[config.mk]
export PLATFORM = sky130hd
export DESIGN_NAME = move_collector
export DESIGN_NICKNAME = d
export VERILOG_FILES = /design/src/rtl/move_collector.sv
export SDC_FILE = /design/constraint.sdc
export NUM_CORES = 1
export LEC_CHECK = 0
export CORE_AREA = 2 2 574 576
export DETAILED_ROUTE_END_ITERATION = 8
export DIE_AREA = 0 0 576 578
export DONT_BUFFER_PORTS = 1
export PLACE_DENSITY = 0.3
export SLEW_MARGIN = 20
export SYNTH_ARGS = -nofsm -noshare
export SYNTH_HDL_FRONTEND = slang
export SYNTH_SLANG_ARGS = --single-unit
[constraint.sdc]
create_clock -name clk -period 3.7 [get_ports clk]
set_input_delay 0.74 -clock clk [delete_from_list [all_inputs] [get_ports clk]]
set_output_delay 0.74 -clock clk [all_outputs]
set_load 0.01 [all_outputs]
[src/rtl/move_collector.sv]
// Drains eight column move FIFOs round-robin onto one valid/ready stream,
// tagging each record with its column and flagging board completion.
module move_collector #(
    parameter int NCOL  = 8,
    parameter int DW    = 160,
    parameter int RDLAT = 1,
    parameter int CW    = 16
) (
    input  logic               clk,
    input  logic               reset,
    input  logic               start,
    input  logic [NCOL-1:0]    colDone,
    input  logic [NCOL-1:0]    fifoEmpty,
    input  logic [NCOL*DW-1:0] fifoOut,
    output logic [NCOL-1:0]    rden,
    output logic [DW-1:0]      move_data,
    output logic [2:0]         move_col,
    output logic               move_valid,
    input  logic               move_ready,
    output logic [CW-1:0]      move_count,
    output logic               busy,
    output logic               all_done
);

    localparam int WCW = (RDLAT > 1) ? $clog2(RDLAT) : 1;

    typedef enum logic [2:0] {
        S_IDLE,
        S_SCAN,
        S_READ,
        S_WAIT,
        S_HOLD,
        S_DONE
    } state_t;

    state_t          r_state, w_state;
    logic [2:0]      r_ptr, w_ptr;
    logic [NCOL-1:0] r_rden, w_rden;
    logic [DW-1:0]   r_data, w_data;
    logic [2:0]      r_col, w_col;
    logic            r_valid, w_valid;
    logic [CW-1:0]   r_count, w_count;
    logic            r_busy, w_busy;
    logic            r_done, w_done;
    logic [WCW-1:0]  r_wcnt, w_wcnt;

    logic            w_found;
    logic [2:0]      w_g;
    logic [2:0]      w_idx;

    // First non-empty column after the last grant, wrapping past NCOL-1.
    always_comb begin
        w_found = 1'b0;
        w_g     = r_ptr;
        w_idx   = '0;
        for (int i = 1; i <= NCOL; i++) begin
            w_idx = 3'((int'(r_ptr) + i) % NCOL);
            if (!w_found && !fifoEmpty[w_idx]) begin
                w_found = 1'b1;
                w_g     = w_idx;
            end
        end
    end

    always_comb begin
        w_state = r_state;
        w_ptr   = r_ptr;
        w_rden  = '0;
        w_data  = r_data;
        w_col   = r_col;
        w_valid = r_valid;
        w_count = r_count;
        w_busy  = r_busy;
        w_done  = r_done;
        w_wcnt  = r_wcnt;
        unique case (r_state)
            S_IDLE, S_DONE: begin
                if (start) begin
                    w_state = S_SCAN;
                    w_count = '0;
                    w_done  = 1'b0;
                    w_busy  = 1'b1;
                    w_ptr   = 3'(NCOL - 1);
                end
            end
            S_SCAN: begin
                if (w_found) begin
                    w_ptr       = w_g;
                    w_rden[w_g] = 1'b1;
                    w_state     = S_READ;
                end else if (&colDone) begin
                    w_state = S_DONE;
                    w_done  = 1'b1;
                    w_busy  = 1'b0;
                end
            end
            S_READ: begin
                w_wcnt  = WCW'(RDLAT - 1);
                w_state = S_WAIT;
            end
            S_WAIT: begin
                if (r_wcnt == '0) begin
                    w_data  = fifoOut[DW*r_ptr +: DW];
                    w_col   = r_ptr;
                    w_valid = 1'b1;
                    w_state = S_HOLD;
                end else begin
                    w_wcnt = r_wcnt - 1'b1;
                end
            end
            S_HOLD: begin
                if (move_ready) begin
                    w_valid = 1'b0;
                    if (r_count != '1) begin
                        w_count = r_count + 1'b1;
                    end
                    w_state = S_SCAN;
                end
            end
            default: w_state = S_IDLE;
        endcase
    end

    always_ff @(posedge clk or negedge reset) begin
        if (!reset) begin
            r_state <= S_IDLE;
            r_ptr   <= 3'(NCOL - 1);
            r_rden  <= '0;
            r_data  <= '0;
            r_col   <= '0;
            r_valid <= 1'b0;
            r_count <= '0;
            r_busy  <= 1'b0;
            r_done  <= 1'b0;
            r_wcnt  <= '0;
        end else begin
            r_state <= w_state;
            r_ptr   <= w_ptr;
            r_rden  <= w_rden;
            r_data  <= w_data;
            r_col   <= w_col;
            r_valid <= w_valid;
            r_count <= w_count;
            r_busy  <= w_busy;
            r_done  <= w_done;
            r_wcnt  <= w_wcnt;
        end
    end

    assign rden       = r_rden;
    assign move_data  = r_data;
    assign move_col   = r_col;
    assign move_valid = r_valid;
    assign move_count = r_count;
    assign busy       = r_busy;
    assign all_done   = r_done;

endmodule

* Yosys cells after proc, flatten, opt, wreduce, memory -nomap -nowiden
Index checks and enable logic that the tools add are counted.
Operators by class: add/subtract/negate cells 10, multiply operators 1, magnitude comparators 10, eq/ne operators 14, shift operators 1, muxes and demuxes 62, bitwise logic cells 1, reduce and logical (&&, ||, !) cells 34
Operators by type and width (number):
- $shiftx A1280 B12 Y160 | 1
- $mux W16 | 3
- $mux W3 | 15
- $lt A3 B4 Y1 const B | 9
- $pmux W16 S2 | 1
- $mux W1 | 26
- $bmux W1 S3 | 8
- $add A16 B1 Y16 const B | 1
- $mux W8 | 2
- $ne A16 B16 Y1 const B | 1
- $pmux W3 S5 | 1
- $ne A2 B2 Y1 const B | 7
- $logic_not A1 Y1 | 13
- $add A3 B3 Y3 const B | 4
- $reduce_and A4 Y1 | 3
- $logic_and A1 B1 Y1 | 8
- $pmux W1 S2 | 4
- $reduce_and A8 Y1 | 1
- $reduce_bool A2 Y1 | 4
- $add A3 B1 Y3 const B | 2
- $add A3 B2 Y3 const B | 2
- $eq A3 B2 Y1 const B | 2
- $eq A3 B3 Y1 const B | 2
- $mul A3 B3 Y6 const A | 1
- 11 further kinds | 12
Word-level totals: flip-flop bits (word level) 197, bits of input ports 1300, output and inout bits 190, logic and storage cells 143

* Logic depth before layout (Yosys ltp)
word-level depth 30, mapped depth 15, gate-level depth less buffers 9

* Least setup slack after synthesis
OpenSTA, ideal clock, no wires.
path type reg2reg, from reg r_ptr[0], to reg r_rden[5], in the netlist rden[5], library setup time 0.136 ns, arrival time 3.833 ns, data required time 3.564 ns, setup slack -0.269 ns, cell stages (with the launch flop) 16, path buffers 6, period minus slack after synthesis 3.969 ns, cell sequence dfstp_2 -> buf_6 -> buf_4 -> inv_1 -> clkbuf_1 -> clkbuf_1 -> buf_1 -> ha_1 -> buf_2 -> mux4_2 -> nand2_1 -> or3_4 -> or3_4 -> and3_1 -> mux2i_1 -> nor3_1
Between the ends: cells in the longest elaborated chain, start to end 30, elaborated cells between the ends (all ways) 67, classes of those cells add/sub (8); order compare (2); mux (36); reduce/logical (21)
RTL lines:
- from (decl) | RTL line 37 | logic [2:0] r_ptr, w_ptr;
- from (signal assigned) | RTL line 127 | r_ptr <= 3'(NCOL - 1);
- from (signal assigned) | RTL line 138 | r_ptr <= w_ptr;
- $add A3 B2 Y3 | RTL line 57 | w_idx = 3'((int'(r_ptr) + i) % NCOL);
- $bmux W1 S3 | RTL line 58 | if (!w_found && !fifoEmpty[w_idx]) begin
- $mux W1 (not written as such) | RTL line 58
- $logic_not A1 Y1 | RTL line 58
- $logic_and A1 B1 Y1 | RTL line 58
- $mux W1 | RTL line 58
- $logic_not A1 Y1 | RTL line 58
- $logic_and A1 B1 Y1 | RTL line 58
- [... 15 more ...]
- $mux W3 | RTL line 58
- $lt A3 B4 Y1 (not written as such) or $ge A3 B1 Y1 (tied branches) | RTL line 89 | w_rden[w_g] = 1'b1;
- $logic_and A1 B1 Y1 (not written as such) | RTL line 89
- $mux W1 (not written as such) | RTL line 89
- $demux W1 S3 | RTL line 89
- $mux W8 * | RTL line 87 | if (w_found) begin
- $mux W8 * | RTL line 76 | unique case (r_state)
- named net w_rden[5] | RTL line 38 | logic [NCOL-1:0] r_rden, w_rden;
- to (signal assigned) | RTL line 139 | r_rden <= w_rden;
- to (decl) | RTL line 38
The timed path passes the listed nets; every way through them passes the cells marked *. The select of a mux whose other input is x is not followed. A chain may end at the register's enable or synchronous reset.

* Worst setup path after layout
from reg r_ptr[1], to reg r_rden[5], in the netlist rden[5]
Same word-level chain as after synthesis.

==> flow_summary_export.csv <==
group,metric,value,unit
place,placed_area,0.02270,mm^2
job,max-cap-violations,0,
min_path,hp-class,"input port to asynchronous set/reset pin",
drt,vias,16660,
power_and_ir_drop,p_total,18.56,mW
power_and_ir_drop,total_leakage_power,7.195,nW
sta,setup_ws,0.4658,ns
clock_network,cts_max_level,4,
sta,fin_skew,0.03405,ns
grt,grt_use_met1,0.1340,
layout,final_net_count,2603,
critical_path,worst_setup_path_start_kind,"flop",
place,preCtsSetupSlack,0.4172,ns
die,rows,210,
grt,grt_pass1_wl,268.4,mm
drt,avgRoutedWirePerCell,40.10,um
critical_path,critPathKind,"flop to flop",
clock_network,cts_tree,"done",
yosys,synth_area,0.01731,mm^2
yosys,async_reset_ff_frac,1.000,
drt,first_pass_iters,7,
drt,detail-route-antenna-nets,0,
die,die_w,576,um
grt,grt_use_met3,0.1286,
sta,setup_viol,0,
yosys,syn_area_per_cell,12.62,um^2
critical_path,path_max_fanout,5,
critical_path,worst-endpoint-arrival,3.68,ns
layout,area_growth,38.67,%
sta,max_freq,309.2,MHz
yosys,ys_seq_elements,196,
die,fp.dieArea,0.3329,mm^2
drt,routed_wl,237.0,mm
sta,final-hold-violation-count,77,
clock_network,cts.sinks,196,
die,ios,1490,
place,hpwl,216.4,mm
drt,drt-vias-per-instance,2.819,
clock_network,cts-root-buf,"clkbuf_16",
grt,first_global_vias,14790,
place,gp_congestion,1.119,
die,placeableCoreArea,0.3263,mm^2
clock_network,post_cts_buffers,0,
layout,layout_commonest_cell,"mux4_2",
sta,rsz0062_at_grt,"false",
yosys,yosysSeqAreaShare,0.2835,
critical_path,cp.required,4.15,ns
yosys,syn_nets,2675,
yosys,synthCells,1372,
sta,final.min_clock_period,3.234,ns
yosys,synth-main-ff-cell,"dfrtp_1",
grt,grt_util_met2,0.1908,
power_and_ir_drop,power_density,773.1,mW/mm^2
critical_path,worstSetupEndpointType,"flop",
clock_network,numCtsBuffers,21,
die,fp.dieH,578,um
layout,final_util,0.07356,
drt,drc,0,
drt,drt_first_iter_violations,1425,
sta,fin_hold_ws,-0.1445,ns
clock_network,clock_path_buffers,3,
place,place_inst,5623,
die,initial_utilization,0.05305,
grt,top_usage_layer,"met2",
yosys,netlist-cell-type-count,56,
grt,grt-ovfl-total,0,
clock_network,ctsResizeCount,0,
sta,timing.final.crit_share,0.8741,
grt,grt_max_degree,197,
yosys,synth-edff-count,0,
grt,antenna_found_initial,470,
grt,grtUsageTotal,0.1358,
clock_network,clk_pin_slew,0.09,ns
critical_path,crit_start,"r_ptr[1]$_DFFE_PN1P_",
sta,worstMarginPinSlew,1.106,ns
sta,slew_viol_final,0,
run_status,violations,"negative hold slack",
layout,final_cell_area,0.02401,mm^2
sta,relSlewSlack,0.2626,
layout,drive_above_1_share,0.3260,
clock_network,worstSkewPairLatency,0.61,ns
run_status,status,"complete, but fails checks",
layout,final_cell_mix,"328 x mux4_2, 193 x dfrtp_1, 189 x nand2_1",
power_and_ir_drop,ir_drop,0.5756,mV
sta,finalSetupTns,0,ns
place,portBuffers,0,
yosys,ys.warnings.count,0,
layout,final_cells,5911,
critical_path,r2r-start,"r_ptr[1]$_DFFE_PN1P_",
-- cell families after synthesis --
| logic type | synth area share |
|---|---|
| multiplexers | 0.5323 |
| XOR/XNOR | 0.005927 |
| AO/OA/AOI/OAI | 0.07278 |
| adder cells (fa/ha/maj) | 0.002168 |
| AND/OR/NAND/NOR | 0.07032 |
| buffers and inverters | 0.03296 |
| flip-flops | 0.2835 |
-- critical path: stages, from the launching register on --
cell	delay [ns]
dfstp_4	0.64
inv_2	0.04
ha_1	0.38
mux2_2	0.37
and4_1	0.20
nor4b_2	0.46
o21bai_1	0.18
a211oi_4	0.36
mux2i_1	0.37
nor3_1	0.09
-- routing by layer --
metal	wire length, um	vias up	part of all wire
li1	-	5692	-
met1	80620	8012	0.34
met2	95080	2000	0.40
met3	46990	749	0.20
met4	12960	208	0.055
met5	1363	-	0.0058
-- area by class of cell --
type	count	area, um^2
repair buffers	43	473.0
inverters	7	33.78
clock buffers	21	525.5
flip-flops and latches	196	4916
well taps	4346	5438
multi-input cells	1031	11840
fillers	38160	302300
clock inverters	12	141.4
diodes	255	638.1
-- state kept, by name, indices dropped and copies added (netlist names) --
register	cells
move_count	16
move_valid	1
busy	1
move_data	160
rden	8
r_state	3
move_col	3
r_ptr	3
all_done	1
-- worst paths after layout --
check | to | slack, ns | cells after the start
worst max-delay path | rden[5]$_DFF_PN0_ | 0.47 | 9
max in group asynchronous | move_data[83]$_DFFE_PN0P_ | 3.00 | 0
worst min register to register | move_data[127]$_DFFE_PN0P_ | 0.56 | 2
min in group clk | move_valid$_DFFE_PN0P_ | 0.33 | 3
worst min-delay path | move_data[145]$_DFFE_PN0P_ | -0.14 | 0
worst max register to register | rden[5]$_DFF_PN0_ | 0.47 | 9
-- report_power, final --
part | internal [mW] | total, mW | switching, mW | leakage, nW
clock network | 1.21 | 2.57 | 1.36 | 0.322
registers | 3.10 | 6.00 | 2.90 | 2.44
logic | 4.67 | 9.98 | 5.31 | 4.44
-- cells in the mapped netlist, types with 3 or more instances --
master | count | area share
nor2b_1 | 3 | 0.0011
xor2_1 | 7 | 0.0035
a21oi_1 | 17 | 0.0049
mux2i_1 | 170 | 0.098
and3_1 | 4 | 0.0014
o31ai_1 | 5 | 0.0022
o21ai_0 | 176 | 0.051
ha_1 | 3 | 0.0022
o21ai_1 | 3 | 0.00087
dfstp_2 | 3 | 0.0046
nor3_1 | 16 | 0.0046
buf_2 | 3 | 0.00087
nand2_1 | 190 | 0.041
nand3_1 | 7 | 0.0020
a221oi_1 | 3 | 0.0015
mux2_2 | 6 | 0.0039
o211ai_1 | 3 | 0.0013
buf_1 | 50 | 0.011
or3_1 | 6 | 0.0022
and4_1 | 3 | 0.0015
nand4_1 | 9 | 0.0033
dfrtp_1 | 193 | 0.28
a211oi_1 | 4 | 0.0017
and2_1 | 3 | 0.0011
inv_1 | 6 | 0.0013
nor2_1 | 29 | 0.0063
mux4_2 | 328 | 0.43
clkbuf_1 | 81 | 0.018
Power figures use the tool's default switching activity.
